File: src/rtl/hash_lookup.sv
// hash_lookup: drives the hash unit for one 64-bit key, reads the indexed match-table entry
// and returns hit/miss plus action. Define HASH_LOOKUP_TIMEOUT_EN to bound the hash wait.
module hash_lookup #(
    parameter int INDEX_WIDTH  = 8,
    parameter int ACTION_WIDTH = 32,
    parameter int TIMEOUT      = 64
) (
    input  logic                    clk,
    input  logic                    rst,
    input  logic                    req_valid_i,
    input  logic [63:0]             req_key_i,
    output logic                    req_ready_o,
    output logic                    hash_start_o,
    output logic [63:0]             hash_key_o,
    input  logic                    hash_ready_i,
    input  logic [31:0]             hash_val_i,
    output logic                    mem_rd_o,
    output logic [INDEX_WIDTH-1:0]  mem_addr_o,
    input  logic                    mem_valid_i,
    input  logic [63:0]             mem_key_i,
    input  logic [ACTION_WIDTH-1:0] mem_action_i,
    output logic                    resp_valid_o,
    input  logic                    resp_ready_i,
    output logic                    resp_hit_o,
    output logic                    resp_err_o,
    output logic [ACTION_WIDTH-1:0] resp_action_o,
    output logic                    busy_o
);

    typedef enum logic [2:0] {
        IDLE,
        HASH,
        READ,
        CMP,
        RESP
    } state_t;

    state_t                 state;
    logic [63:0]            key_q;
    logic [INDEX_WIDTH-1:0] idx_q;
    logic                   key_match;
    logic                   hash_val_unused;

    // Hash bits above the table index are intentionally dropped; collisions miss on key compare.
    assign hash_val_unused = ^hash_val_i[31:INDEX_WIDTH];

    assign key_match  = mem_valid_i && (mem_key_i == key_q);
    assign hash_key_o = key_q;
    assign mem_addr_o = idx_q;

`ifdef HASH_LOOKUP_TIMEOUT_EN
    localparam int CNT_W = $clog2(TIMEOUT) + 1;
    localparam logic [CNT_W-1:0] TIMEOUT_CNT = CNT_W'(TIMEOUT);

    logic [CNT_W-1:0] wait_cnt;
`else
    localparam int TIMEOUT_UNUSED = TIMEOUT;

    assign resp_err_o = 1'b0;
`endif

    always_ff @(posedge clk) begin
        if (rst) begin
            state         <= IDLE;
            key_q         <= '0;
            idx_q         <= '0;
            req_ready_o   <= 1'b1;
            hash_start_o  <= 1'b0;
            mem_rd_o      <= 1'b0;
            resp_valid_o  <= 1'b0;
            resp_hit_o    <= 1'b0;
            resp_action_o <= '0;
            busy_o        <= 1'b0;
`ifdef HASH_LOOKUP_TIMEOUT_EN
            wait_cnt      <= '0;
            resp_err_o    <= 1'b0;
`endif
        end else begin
            case (state)
                IDLE: begin
                    if (req_valid_i) begin
                        key_q        <= req_key_i;
                        req_ready_o  <= 1'b0;
                        hash_start_o <= 1'b1;
                        busy_o       <= 1'b1;
                        state        <= HASH;
`ifdef HASH_LOOKUP_TIMEOUT_EN
                        wait_cnt     <= '0;
`endif
                    end
                end

                // A hash result arriving on the limit cycle takes priority over the timeout.
                HASH: begin
                    if (hash_ready_i) begin
                        idx_q        <= hash_val_i[INDEX_WIDTH-1:0];
                        hash_start_o <= 1'b0;
                        mem_rd_o     <= 1'b1;
                        state        <= READ;
                    end
`ifdef HASH_LOOKUP_TIMEOUT_EN
                    else if (wait_cnt == TIMEOUT_CNT) begin
                        hash_start_o  <= 1'b0;
                        resp_valid_o  <= 1'b1;
                        resp_hit_o    <= 1'b0;
                        resp_action_o <= '0;
                        resp_err_o    <= 1'b1;
                        state         <= RESP;
                    end else begin
                        wait_cnt <= wait_cnt + CNT_W'(1);
                    end
`endif
                end

                READ: begin
                    mem_rd_o <= 1'b0;
                    state    <= CMP;
                end

                // Table data returned for the READ strobe is only valid in this cycle.
                CMP: begin
                    resp_valid_o  <= 1'b1;
                    resp_hit_o    <= key_match;
                    resp_action_o <= key_match ? mem_action_i : '0;
`ifdef HASH_LOOKUP_TIMEOUT_EN
                    resp_err_o    <= 1'b0;
`endif
                    state         <= RESP;
                end

                RESP: begin
                    if (resp_ready_i) begin
                        resp_valid_o  <= 1'b0;
                        resp_hit_o    <= 1'b0;
                        resp_action_o <= '0;
`ifdef HASH_LOOKUP_TIMEOUT_EN
                        resp_err_o    <= 1'b0;
`endif
                        req_ready_o   <= 1'b1;
                        busy_o        <= 1'b0;
                        state         <= IDLE;
                    end
                end

                default: begin
                    state        <= IDLE;
                    req_ready_o  <= 1'b1;
                    hash_start_o <= 1'b0;
                    mem_rd_o     <= 1'b0;
                    resp_valid_o <= 1'b0;
                    busy_o       <= 1'b0;
                end
            endcase
        end
    end

endmodule

File: config.mk
export PLATFORM = sky130hd
export DESIGN_NAME = hash_lookup
export DESIGN_NICKNAME = d
export VERILOG_FILES = /design/src/rtl/hash_lookup.sv
export SDC_FILE = /design/constraint.sdc
export NUM_CORES = 1
export LEC_CHECK = 0
export ABC_AREA = 1
export BUFFER_PORTS_ARGS = -buffer_cell sky130_fd_sc_hd__buf_2
export CORE_AREA = 2 2 118 120
export CTS_BUF_LIST = sky130_fd_sc_hd__clkbuf_8 sky130_fd_sc_hd__clkbuf_16
export DETAILED_ROUTE_END_ITERATION = 7
export DIE_AREA = 0 0 120 122
export PLACE_DENSITY = 0.74
export SETUP_SLACK_MARGIN = 0.3
export SLEW_MARGIN = 20
export SYNTH_ARGS = -nofsm -noshare
export SYNTH_HDL_FRONTEND = slang
export SYNTH_SLANG_ARGS = --single-unit
File: constraint.sdc
create_clock -name clk -period 3.84 [get_ports clk]
set_input_delay 0.192 -clock clk [delete_from_list [all_inputs] [get_ports clk]]
set_output_delay 0.192 -clock clk [all_outputs]
set_load 0.1 [all_outputs]
==> flow_metrics.env <==
export IMPL_post_cts_buffers=0
export IMPL_drc_errors=0
export IMPL_die_area_um2=14600
export IMPL_pre_cts_slack_ns=1.59
export IMPL_finalSetupViolCount=0
export IMPL_grt_overflow_total=0
export IMPL_cts_buffers=17
export IMPL_syn_area_um2=5190
export IMPL_area_growth_pct=41.2
export IMPL_syn_nets=949
export IMPL_max_stage_delay_ns=0.60
export IMPL_crit_arrival_ns=2.61
export IMPL_fin_crit_ns=2.27
export IMPL_ys_seq_area_share_pct=43.6
export IMPL_dieWidth_um=120
export IMPL_grt_pass1_wl_um=25800
export IMPL_grt_max_degree=115
export IMPL_chipHeight_um=122
export IMPL_wl_per_cell_um=14.0
export IMPL_critical_path_required_ns=4.17
export IMPL_worstSetupPathType="flop to flop"
export IMPL_antenna_cells=0
export IMPL_core_um2=13500
export IMPL_grt_total_usage_pct=22.6
export IMPL_outcome="finished clean"
export IMPL_vdd_drop_max_mv=0.286
export IMPL_gp_congestion=0.895
export IMPL_clock_skew_final_ns=0.00753
export IMPL_endpoint_kind="flop"
export IMPL_min_delay_path_class="primary input to flop"
export IMPL_fmax_ghz=0.440
export IMPL_drt_pass1_iterations=5
export IMPL_grt_pass1_vias=5193
export IMPL_slew_viol_final=0
export IMPL_drive_gt1_share_pct=33.1
export IMPL_hold_viol=0
export IMPL_leakagePower_nw=3.64
export IMPL_ant_nets=0
export IMPL_clockRootBuffer="clkbuf_16"
export IMPL_path_clk_slew_ns=0.05
export IMPL_p_per_area_nw_per_um2=579
export IMPL_antenna_found_initial=0
export IMPL_maxSlewHeadroom_pct=50.2
export IMPL_post_cts_resized=0
export IMPL_yosys_warnings=0
export IMPL_post_route_period_util_pct=59.2
export IMPL_fin_setup_tns_ns=0
export IMPL_vias=5817
export IMPL_postSynthCellCount=751
export IMPL_setup_slack_ns=1.57
export IMPL_startpoint_type="flop"
export IMPL_htreeDepth=4
export IMPL_rsz0062_at_grt="false"
export IMPL_rows=43
export IMPL_cp_max_fo=34
export IMPL_critPathSlowestCell="nor2_4"
export IMPL_drt_iter0_drc=340
export IMPL_ys_seq_elements=113
export IMPL_dp_hpwl_um=12300
export IMPL_avgSynthCellArea_um2=6.91
export IMPL_cts_tree="done"
export IMPL_portBuffers=283
export IMPL_synth_cell_types=27
export IMPL_cts_sinks=113
export IMPL_routed_via_density=4.81
export IMPL_hold_buffers=0
export IMPL_cts_buffer_depth=2
export IMPL_totalWireLength_um=16900
export IMPL_clock_latency_ns=0.41
export IMPL_path_cells="clkinv_2, nand3_2, nand2_1, inv_2, nor2_2, nand2_2, nor2_4, nand4_1, a21oi_1"
export IMPL_fin_nets=1214
export IMPL_start_util_pct=38.4
export IMPL_fillers=1380
export IMPL_worstMarginPinSlew_ns=0.746
export IMPL_maxCapViolCount=0
export IMPL_ios=309
export IMPL_total_power_mw=4.24
-- cell families (layout without fill, tap and decap cells) --
group | after synthesis | count (layout) | synth area share, %
xor+xnor | 16 | 16 | 2.70
simple gates | 310 | 310 | 25.9
other cells | 1 | 1 | 0.0723
compound gates | 175 | 175 | 17.0
buf+inv | 136 | 414 | 10.7
flops | 113 | 113 | 43.6
-- layout make-up --
class	count	area, µm²	share of cell area (%)
inverter	94	354	4.83
clock inverter	11	158	2.15
multi-input combinational	502	2390	32.7
timing repair buffer	288	1450	19.8
tap	180	225	3.07
clock buffer	21	480	6.56
sequential	113	2260	30.9
-- metrics by stage --
step | std cells | cell area [µm²] | hold WS, ns | util [%]
3_3_place_gp | 1177 | 6680 | 0.445 | 49.5
5_1_grt | 1209 | 7330 | 0.0305 | 54.3
6_report | 1209 | 7330 | 0.0489 | 54.3
3_5_place_dp | 1177 | 6680 | 0.452 | 49.5
2_1_floorplan | 751 | 5190 | 0.357 | -
4_1_cts | 1209 | 7320 | 0.0295 | 54.2
-- critical path: cells and delay by family, from the launching register on --
family	cells	cell delay, ns
AND/OR/NAND/NOR	6	1.27
flip-flops	1	0.38
buffers and inverters	2	0.34
AO/OA/AOI/OAI	1	0.17
-- worst paths after layout --
check,startpoint,to,slack (ns),cells past startpoint
hold / removal,hash_val_i[2],mem_addr_o[2],0.05,3
hold reg to reg,mem_addr_o[7],mem_addr_o[7],0.46,2
setup reg to reg,state[2],resp_action_o[6],1.57,9
setup / recovery,state[2],resp_action_o[6],1.57,9
-- layout by cell type (no fill, tap or decap), drive strengths merged, types with 3 or more instances in the layout --
master and n:
nand4 37, nand3 33, xor2 4, nand2 195, dfxtp 113, inv 95
xnor2 12, nor3 3, bufinv 4, or2 3, buf 288, clkbuf 21
o21ai 61, a21oi 112, nor2 39, clkinv 6
-- cells in the mapped netlist --
library cell	number	area, µm²
nand2_1	193	724
dfxtp_1	113	2260
a21oi_1	112	561
inv_1	87	327
o21ai_0	61	305
nand4_1	37	231
nor2_1	34	128
nand3_1	32	160
clkbuf_1	24	90.1
buf_2	14	70.1
xnor2_1	12	105
inv_2	6	22.5
nor2_2	4	25.0
xor2_1	4	35.0
buf_6	3	33.8
or2_2	3	18.8
nor3_1	2	10.0
buf_4	1	7.51
clkinv_2	1	5.00
conb_1	1	3.75
nand2_2	1	6.26
nand2_4	1	11.3
nand3_2	1	10.0
nor2_4	1	11.3
nor3_2	1	10.0
o2111ai_1	1	8.76
o211ai_1	1	7.51
-- registers in the layout (all words and copies together), names as in the netlist --
name and count:
hash_key_o 64, resp_action_o 32, mem_addr_o 8, state 3
busy_o 1, hash_start_o 1, mem_rd_o 1, req_ready_o 1
resp_hit_o 1, resp_valid_o 1
-- per-layer routing --
layer  global-route usage [%]  wire length (µm)  vias up
met3                     7.07              1210       34
met4                     10.1               450        0
met2                     37.7              8230      217
li1                         -                 -     2962
met1                     26.7              7030     2604
met5                        0                 0        -
-- power by group --
part           leakage [nW]  switching [mW]  internal (mW)
registers             0.925          0.0651           1.27
logic                  2.39           0.972          0.246
clock network         0.324           0.542           1.15
total                  3.64            1.58           2.66
Power figures use the tool's default switching activity.
